**src/rtl/tcp_session_pkg.sv**
```systemverilog
// Shared types for the multi-connection TCP session table: the lookup tuple,
// the per-slot entry, TCP flag bit positions and the sequence-advance rule.
package tcp_session_pkg;

  localparam int TCP_FLAG_FIN = 0;
  localparam int TCP_FLAG_SYN = 1;
  localparam int TCP_FLAG_RST = 2;

  typedef struct packed {
    logic [31:0] remote_ip;
    logic [15:0] remote_port;
    logic [15:0] local_port;
  } session_key_t;

  typedef struct packed {
    logic         active;
    session_key_t key;
    logic [31:0]  rcv_nxt;
    logic [31:0]  idle;
  } session_entry_t;

  // SYN and FIN each consume one sequence number on top of the payload bytes.
  function automatic logic [31:0] seq_advance(input logic [31:0] seq,
                                              input logic [15:0] len,
                                              input logic        syn,
                                              input logic        fin);
    return seq + {16'd0, len} + {31'd0, syn} + {31'd0, fin};
  endfunction

endpackage

```
**src/rtl/tcp_session_match.sv**
```systemverilog
// Combinational matcher: per-slot tuple compare for lookups and alloc duplicate
// detection, hit one-hot to id, and lowest-index free slot selection.
module tcp_session_match
  import tcp_session_pkg::*;
#(
  parameter int NUM_SESSIONS = 4,
  parameter int ID_W         = 2
) (
  input  logic [NUM_SESSIONS-1:0] active,
  input  session_key_t            keys [NUM_SESSIONS],
  input  session_key_t            meta_key,
  input  session_key_t            alloc_key,
  output logic [NUM_SESSIONS-1:0] hit_onehot,
  output logic                    hit,
  output logic [ID_W-1:0]         hit_id,
  output logic                    alloc_dup,
  output logic                    free_avail,
  output logic [ID_W-1:0]         free_slot
);

  // Duplicate tuples are refused at alloc time, so at most one slot can hit.
  always_comb begin
    hit_onehot = {NUM_SESSIONS{1'b0}};
    alloc_dup  = 1'b0;
    for (int i = 0; i < NUM_SESSIONS; i++) begin
      hit_onehot[i] = active[i] & (keys[i] == meta_key);
      alloc_dup     = alloc_dup | (active[i] & (keys[i] == alloc_key));
    end
  end

  always_comb begin
    hit_id = {ID_W{1'b0}};
    for (int i = 0; i < NUM_SESSIONS; i++) begin
      hit_id = hit_id | (hit_onehot[i] ? ID_W'(i) : {ID_W{1'b0}});
    end
  end

  assign hit = |hit_onehot;

  // Scan high to low so the lowest inactive index is the last one written.
  always_comb begin
    free_avail = ~&active;
    free_slot  = {ID_W{1'b0}};
    for (int i = NUM_SESSIONS - 1; i >= 0; i--) begin
      free_slot = active[i] ? free_slot : ID_W'(i);
    end
  end

endmodule

```
**src/rtl/tcp_session_table.sv**
```systemverilog
// Multi-connection TCP session table: tuple lookup with in-order detection,
// per-session expected sequence tracking, alloc/free and idle-timeout retirement.
module tcp_session_table
  import tcp_session_pkg::*;
#(
  parameter int  NUM_SESSIONS  = 4,
  parameter int  TIMEOUT_TICKS = 1000,
  localparam int ID_W          = $clog2(NUM_SESSIONS)
) (
  input  logic                    clk,
  input  logic                    rst_n,
  input  logic                    tick,
  input  logic                    alloc_valid,
  output logic                    alloc_ready,
  input  logic [31:0]             alloc_remote_ip,
  input  logic [15:0]             alloc_remote_port,
  input  logic [15:0]             alloc_local_port,
  input  logic [31:0]             alloc_rcv_nxt,
  output logic                    alloc_done,
  output logic                    alloc_fail,
  output logic [ID_W-1:0]         alloc_id,
  input  logic                    free_valid,
  input  logic [ID_W-1:0]         free_id,
  input  logic                    meta_valid,
  output logic                    meta_ready,
  input  logic [31:0]             meta_src_ip,
  input  logic [15:0]             meta_src_port,
  input  logic [15:0]             meta_dst_port,
  input  logic [31:0]             meta_seq_num,
  input  logic [15:0]             meta_payload_len,
  input  logic [7:0]              meta_flags,
  output logic                    lkp_valid,
  input  logic                    lkp_ready,
  output logic                    lkp_hit,
  output logic [ID_W-1:0]         lkp_id,
  output logic                    lkp_in_order,
  output logic [31:0]             lkp_expected_seq,
  output logic                    timeout_valid,
  output logic [ID_W-1:0]         timeout_id,
  output logic [NUM_SESSIONS-1:0] active_mask
);

  localparam logic [31:0] TMO_LIMIT = 32'(TIMEOUT_TICKS);

  session_entry_t          entry_r [NUM_SESSIONS];
  session_key_t            key_s   [NUM_SESSIONS];
  session_key_t            meta_key_s;
  session_key_t            alloc_key_s;
  logic [NUM_SESSIONS-1:0] active_s;
  logic [NUM_SESSIONS-1:0] hit_oh_s;
  logic [NUM_SESSIONS-1:0] hit_acc_oh_s;
  logic [NUM_SESSIONS-1:0] free_oh_s;
  logic [NUM_SESSIONS-1:0] grant_oh_s;
  logic [NUM_SESSIONS-1:0] sat_s;
  logic [NUM_SESSIONS-1:0] retire_oh_s;
  logic                    meta_hit_s;
  logic [ID_W-1:0]         meta_hit_id_s;
  logic                    alloc_dup_s;
  logic                    free_avail_s;
  logic [ID_W-1:0]         free_slot_s;
  logic                    meta_acc_s;
  logic                    meta_in_order_s;
  logic [31:0]             meta_exp_s;
  logic                    alloc_ok_s;
  logic                    retire_s;
  logic [ID_W-1:0]         retire_id_s;
  logic                    unused_flags_s;

  assign meta_key_s     = {meta_src_ip, meta_src_port, meta_dst_port};
  assign alloc_key_s    = {alloc_remote_ip, alloc_remote_port, alloc_local_port};
  assign unused_flags_s = ^meta_flags[7:3];
  assign alloc_ready    = 1'b1;
  assign meta_ready     = ~lkp_valid | lkp_ready;
  assign meta_acc_s     = meta_valid & meta_ready;
  assign active_mask    = active_s;

  // Flatten entry registers into the views the matcher needs.
  always_comb begin
    for (int i = 0; i < NUM_SESSIONS; i++) begin
      key_s[i]    = entry_r[i].key;
      active_s[i] = entry_r[i].active;
    end
  end

  tcp_session_match #(
    .NUM_SESSIONS (NUM_SESSIONS),
    .ID_W         (ID_W)
  ) u_match (
    .active     (active_s),
    .keys       (key_s),
    .meta_key   (meta_key_s),
    .alloc_key  (alloc_key_s),
    .hit_onehot (hit_oh_s),
    .hit        (meta_hit_s),
    .hit_id     (meta_hit_id_s),
    .alloc_dup  (alloc_dup_s),
    .free_avail (free_avail_s),
    .free_slot  (free_slot_s)
  );

  assign meta_exp_s      = meta_hit_s ? entry_r[meta_hit_id_s].rcv_nxt : 32'd0;
  assign meta_in_order_s = meta_hit_s & (meta_seq_num == meta_exp_s);
  assign alloc_ok_s      = alloc_valid & free_avail_s & ~alloc_dup_s;

  // Per-slot event decode; a slot being hit or freed is never retired this cycle.
  always_comb begin
    for (int i = 0; i < NUM_SESSIONS; i++) begin
      free_oh_s[i]    = free_valid & (free_id == ID_W'(i));
      grant_oh_s[i]   = alloc_ok_s & (free_slot_s == ID_W'(i));
      hit_acc_oh_s[i] = meta_acc_s & hit_oh_s[i];
      sat_s[i]        = entry_r[i].active & (entry_r[i].idle == TMO_LIMIT)
                        & ~hit_acc_oh_s[i] & ~free_oh_s[i];
    end
  end

  // Timeout arbiter: lowest saturated index retires, the rest wait their turn.
  always_comb begin
    retire_s    = |sat_s;
    retire_id_s = {ID_W{1'b0}};
    retire_oh_s = {NUM_SESSIONS{1'b0}};
    for (int i = NUM_SESSIONS - 1; i >= 0; i--) begin
      retire_id_s = sat_s[i] ? ID_W'(i) : retire_id_s;
    end
    for (int i = 0; i < NUM_SESSIONS; i++) begin
      retire_oh_s[i] = retire_s & (retire_id_s == ID_W'(i));
    end
  end

  // Entry state: free > alloc > hit > retire > tick.
  always_ff @(posedge clk) begin
    if (!rst_n) begin
      for (int i = 0; i < NUM_SESSIONS; i++) begin
        entry_r[i] <= '0;
      end
    end else begin
      for (int i = 0; i < NUM_SESSIONS; i++) begin
        if (free_oh_s[i]) begin
          entry_r[i].active <= 1'b0;
          entry_r[i].idle   <= 32'd0;
        end else if (grant_oh_s[i]) begin
          entry_r[i] <= '{active: 1'b1, key: alloc_key_s, rcv_nxt: alloc_rcv_nxt, idle: 32'd0};
        end else if (hit_acc_oh_s[i]) begin
          if (meta_flags[TCP_FLAG_RST]) begin
            entry_r[i].active <= 1'b0;
          end
          if (meta_in_order_s) begin
            entry_r[i].rcv_nxt <= seq_advance(entry_r[i].rcv_nxt, meta_payload_len,
                                              meta_flags[TCP_FLAG_SYN], meta_flags[TCP_FLAG_FIN]);
          end
          entry_r[i].idle <= 32'd0;
        end else if (retire_oh_s[i]) begin
          entry_r[i].active <= 1'b0;
          entry_r[i].idle   <= 32'd0;
        end else if (tick && entry_r[i].active && (entry_r[i].idle != TMO_LIMIT)) begin
          entry_r[i].idle <= entry_r[i].idle + 32'd1;
        end
      end
    end
  end

  // Lookup result register: loads on acceptance, holds until consumed.
  always_ff @(posedge clk) begin
    if (!rst_n) begin
      lkp_valid        <= 1'b0;
      lkp_hit          <= 1'b0;
      lkp_id           <= {ID_W{1'b0}};
      lkp_in_order     <= 1'b0;
      lkp_expected_seq <= 32'd0;
    end else if (meta_acc_s) begin
      lkp_valid        <= 1'b1;
      lkp_hit          <= meta_hit_s;
      lkp_id           <= meta_hit_id_s;
      lkp_in_order     <= meta_in_order_s;
      lkp_expected_seq <= meta_exp_s;
    end else if (lkp_ready) begin
      lkp_valid <= 1'b0;
    end
  end

  // Alloc response and timeout pulse registers.
  always_ff @(posedge clk) begin
    if (!rst_n) begin
      alloc_done    <= 1'b0;
      alloc_fail    <= 1'b0;
      alloc_id      <= {ID_W{1'b0}};
      timeout_valid <= 1'b0;
      timeout_id    <= {ID_W{1'b0}};
    end else begin
      alloc_done    <= alloc_valid;
      alloc_fail    <= alloc_valid & ~alloc_ok_s;
      alloc_id      <= alloc_ok_s ? free_slot_s : {ID_W{1'b0}};
      timeout_valid <= retire_s;
      timeout_id    <= retire_id_s;
    end
  end

endmodule

```
**config.mk**
```make
export PLATFORM = sky130hd
export DESIGN_NAME = tcp_session_table
export DESIGN_NICKNAME = d
export VERILOG_FILES = /design/src/rtl/tcp_session_pkg.sv /design/src/rtl/tcp_session_match.sv /design/src/rtl/tcp_session_table.sv
export SDC_FILE = /design/constraint.sdc
export NUM_CORES = 2
export LEC_CHECK = 0
export ABC_AREA = 0
export CAP_MARGIN = 20
export CORE_ASPECT_RATIO = 1.1
export CORE_MARGIN = 2
export CORE_UTILIZATION = 35
export CTS_CLUSTER_SIZE = 40
export DETAILED_ROUTE_END_ITERATION = 12
export HOLD_SLACK_MARGIN = 0.06
export PLACE_DENSITY = 0.6
export SYNTH_ARGS = -nofsm -noshare
export SYNTH_HDL_FRONTEND = slang
export SYNTH_SLANG_ARGS = --single-unit
```
**constraint.sdc**
```tcl
create_clock -name clk -period 27.8 [get_ports clk]
set_input_delay 5.56 -clock clk [delete_from_list [all_inputs] [get_ports clk]]
set_output_delay 5.56 -clock clk [all_outputs]
set_load 0.05 [all_outputs]
```
==> impl_results.md <==
- Avg Inst Size Synth: 9.539 um^2
- TritonRoute pass-1 iters: 5
- Post-route clock period utilization: between 40 and 50%
- Post-layout util: between 40% and 50%
- Actual transition at the worst max-transition pin: 1.231 ns
- Dominant cell by count in the synthesized netlist: sky130_fd_sc_hd__edfxtp_1
- Floorplan Core Area: 107200 um^2
- Worst rel slew slack: around 17%
- Type of the worst min-delay path: reg -> reg
- H-tree depth: 3
- Clock-pin slew on the worst setup and hold paths: around 0.06 ns
- Startpoint of the worst hold path: lkp_expected_seq[28]
- Average wire per standard cell: between 30 and 40 um
- Worst r2r path cells: 13
- Number of inserted filler cells in the final layout: 10640
- Hold-fix buffer count after cts: 0
- Worst hold stages: 2
- Setup slack, reg-to-reg: 20.68 ns
- Worst reg2reg path startpoint: entry_r[2][90]
- Number of enable-type register cells in the synthesized netlist: about 520
- Mapped cell area: about 38000 um^2
- Height of the chip: 348.9 um
- Final cell area excluding filler cells: around 44000 um^2
- Crit Reg-Reg Endpoint: entry_r[0][33]
- Final number of hold-violating endpoints: 0
- Number of synthesized register bits: 560
- Kind of end point of the critical path: output pin
- Share of final-layout standard cells stronger than drive strength 1: approximately 5.0%
- Area post-placement: 42170 um^2
- CTS tree: built
- Multi-input logic area: 20240 um^2
- Total Wirelength: 175.4 mm
- Count of distinct cell types in the synthesized netlist: 86
- RePlAce Congestion: 1.045
- Max cap viols: 0
- Combined global-route utilization of all metal layers: between 30% and 40%
- Cell chosen for the clock root: sky130_fd_sc_hd__clkbuf_16
- Post-DRT Antenna Nets: 0
- Area contributors post-synth: sky130_fd_sc_hd__edfxtp_1 41%, sky130_fd_sc_hd__xnor2_1 7.4%, sky130_fd_sc_hd__xor2_1 7.2%
- Leakage component of the power: ~16 nW
- Initial core utilization: a little over a third
- Maximum resistive drop on vdd: 0.03820 mV
- Final hold slack: approximately 0.46 ns
- DP HPWL: between 100 and 150 mm
- Unrepaired setup endpoints after global routing: no
- IO Port Bufs: 268
- Post-detailed-route via-to-cell ratio: around 6.0
- Total number of vias: 33750
- Via count of the first global-routing pass: roughly 33000
- Commonest cells post-synth: 516 x sky130_fd_sc_hd__edfxtp_1, 321 x sky130_fd_sc_hd__xnor2_1, 320 x sky130_fd_sc_hd__nand2_1, 309 x sky130_fd_sc_hd__xor2_1, 301 x sky130_fd_sc_hd__nor2_1
- Total design power: between 2 and 2.5 mW
- Number of DRC markers in iteration 0: about 3900
- Setup clock skew after layout: around 0.037 ns
- Number of warning messages in the yosys log: 0
- Width of the chip: approximately 320 um
- Startpoint kind of the worst setup timing path: input port
- Number of DRC violations after detailed routing: 0
- Post-Synthesis Net Count: between 4000 and 5000
- Clock buffer depth: 3
- Global route overflow: 0
- Sequential cell area in the final layout: 16380 um^2
- Least setup slack across all paths after layout: around 15 ns
- Share of synthesized registers carrying an async set or reset: 0%
- Outcome: finished, final reports clean
- Slew Viols, Final: 0
- Required time of the critical path: roughly 22 ns
- Setup bufs post-CTS: 0
- Achievable clock frequency: around 80 MHz
- Clock latency on the worst-skew pair: approximately 0.66 ns
- Number of placement rows: ~130
- Yosys top cell area share: around two fifths
- Layout overhead on the synthesized area: 17.44%
- Count of pins on the block boundary: 275
- Flip-flop cell with the highest count after synthesis: sky130_fd_sc_hd__edfxtp_1
- Cells after synthesis: 3967
- Non-filler cells, final: around 5700
- Critical Path Fanout Max: 4
- Setup slack after placement: between 10 and 15 ns
- Setup Crit Path Kind: in -> out
- Number of antenna violations at the first check in global routing: 6
- PostCTS Resize Cnt: 0
- Aggregate negative setup slack: 0 ns
- Minimum clock period after layout: 12.56 ns
- Overall die area: 110800 um^2
- Setup violation total in the final timing report: 0
- Clock buffers created by TritonCTS: ~70
- Global-route wire length before repair: between 200 and 250 mm
- Biggest area consumer among synthesized cells: sky130_fd_sc_hd__edfxtp_1
- Cell Count Post-Placement: approximately 5500
- Clock Sink Count: 560
- Worst min-delay path endpoint: lkp_expected_seq[28]
- Crit path DAT: about 7.0 ns
- Largest net degree at the start of global routing: 66
- Post-synthesis sequential area ratio: a little over two fifths
- Power per cell area: 53.49 nW/um^2
- Number of nets in the final layout: ~4600
[worst max-delay path by stage]
stage	start	end	slack, ns	cells past startpoint
final	lkp_ready	meta_ready	15.24	3
after global routing	lkp_ready	meta_ready	15.18	3
after CTS	meta_src_ip[8]	entry_r[3][37]	15.10	15
after detailed placement	meta_src_ip[8]	entry_r[3][35]	14.32	15
after global placement	meta_src_ip[8]	entry_r[3][32]	14.42	15
after floorplan	alloc_remote_ip[18]	entry_r[2][32]	14.36	13
[layer usage]
metal / global-route usage (%) / wire length (um) / up-vias
met2: 51.05 / 80690 / 1854
met5: 0 / 7 / -
met3: 5.187 / 14400 / 443
met1: 38.45 / 68540 / 16560
met4: 18.18 / 11810 / 2
li1: - / - / 14890
[kinds of logic after synthesis]
| group | synth area share [%] |
|---|---|
| xor gates and xnor gates | 14.58 |
| DFF | 43.27 |
| muxes | 0.3207 |
| adders and majority gates | 4.920 |
| buffers and inverters | 3.538 |
| other | 0.009910 |
| AOI/OAI and AO/OA | 10.11 |
| and+or+nand+nor | 23.24 |
[layout by cell type (no fill, tap or decap), types with 131 or more instances in the layout]
cell,n
sky130_fd_sc_hd__nand4_1,175
sky130_fd_sc_hd__xor2_1,309
sky130_fd_sc_hd__clkdlybuf4s50_1,268
sky130_fd_sc_hd__inv_1,163
sky130_fd_sc_hd__edfxtp_1,516
sky130_fd_sc_hd__nor3_1,194
sky130_fd_sc_hd__nand3_1,131
sky130_fd_sc_hd__ha_1,136
sky130_fd_sc_hd__nand2_1,317
sky130_fd_sc_hd__and2_1,160
sky130_fd_sc_hd__xnor2_1,321
sky130_fd_sc_hd__nor2_1,297
[report_power, final]
part / switching (mW) / total, mW / internal (mW) / leakage, nW
logic: 0.268 / 0.417 / 0.149 / 8.65
clock network: 0.407 / 0.923 / 0.516 / 1.09
registers: 0.0619 / 1.04 / 0.975 / 5.80
[cell type report]
class / count / share of cell area, %
Clock inverter: 42 / 0.8756
Inverter: 163 / 1.377
Tap cell: 1408 / 3.964
Sequential cell: 560 / 36.85
Timing Repair Buffer: 336 / 7.213
Multi-Input combinational cell: 3061 / 45.55
Clock buffer: 84 / 4.153
Antenna cell: 4 / 0.02252
[registers in the layout, summed over array words and instances (netlist names)]
| register | cells |
|---|---|
| alloc_done | 1 |
| alloc_fail | 1 |
| alloc_id | 2 |
| entry_r | 516 |
| lkp_expected_seq | 32 |
| lkp_hit | 1 |
| lkp_id | 2 |
| lkp_in_order | 1 |
| lkp_valid | 1 |
| timeout_id | 2 |
| timeout_valid | 1 |
[worst max-delay path, cell delays in order]
cell and delay, ns:
sky130_fd_sc_hd__clkdlybuf4s50_1 0.45, sky130_fd_sc_hd__nand2b_1 0.17, sky130_fd_sc_hd__clkdlybuf4s50_1 0.83
Note: power is estimated with default switching activity, not from simulation.
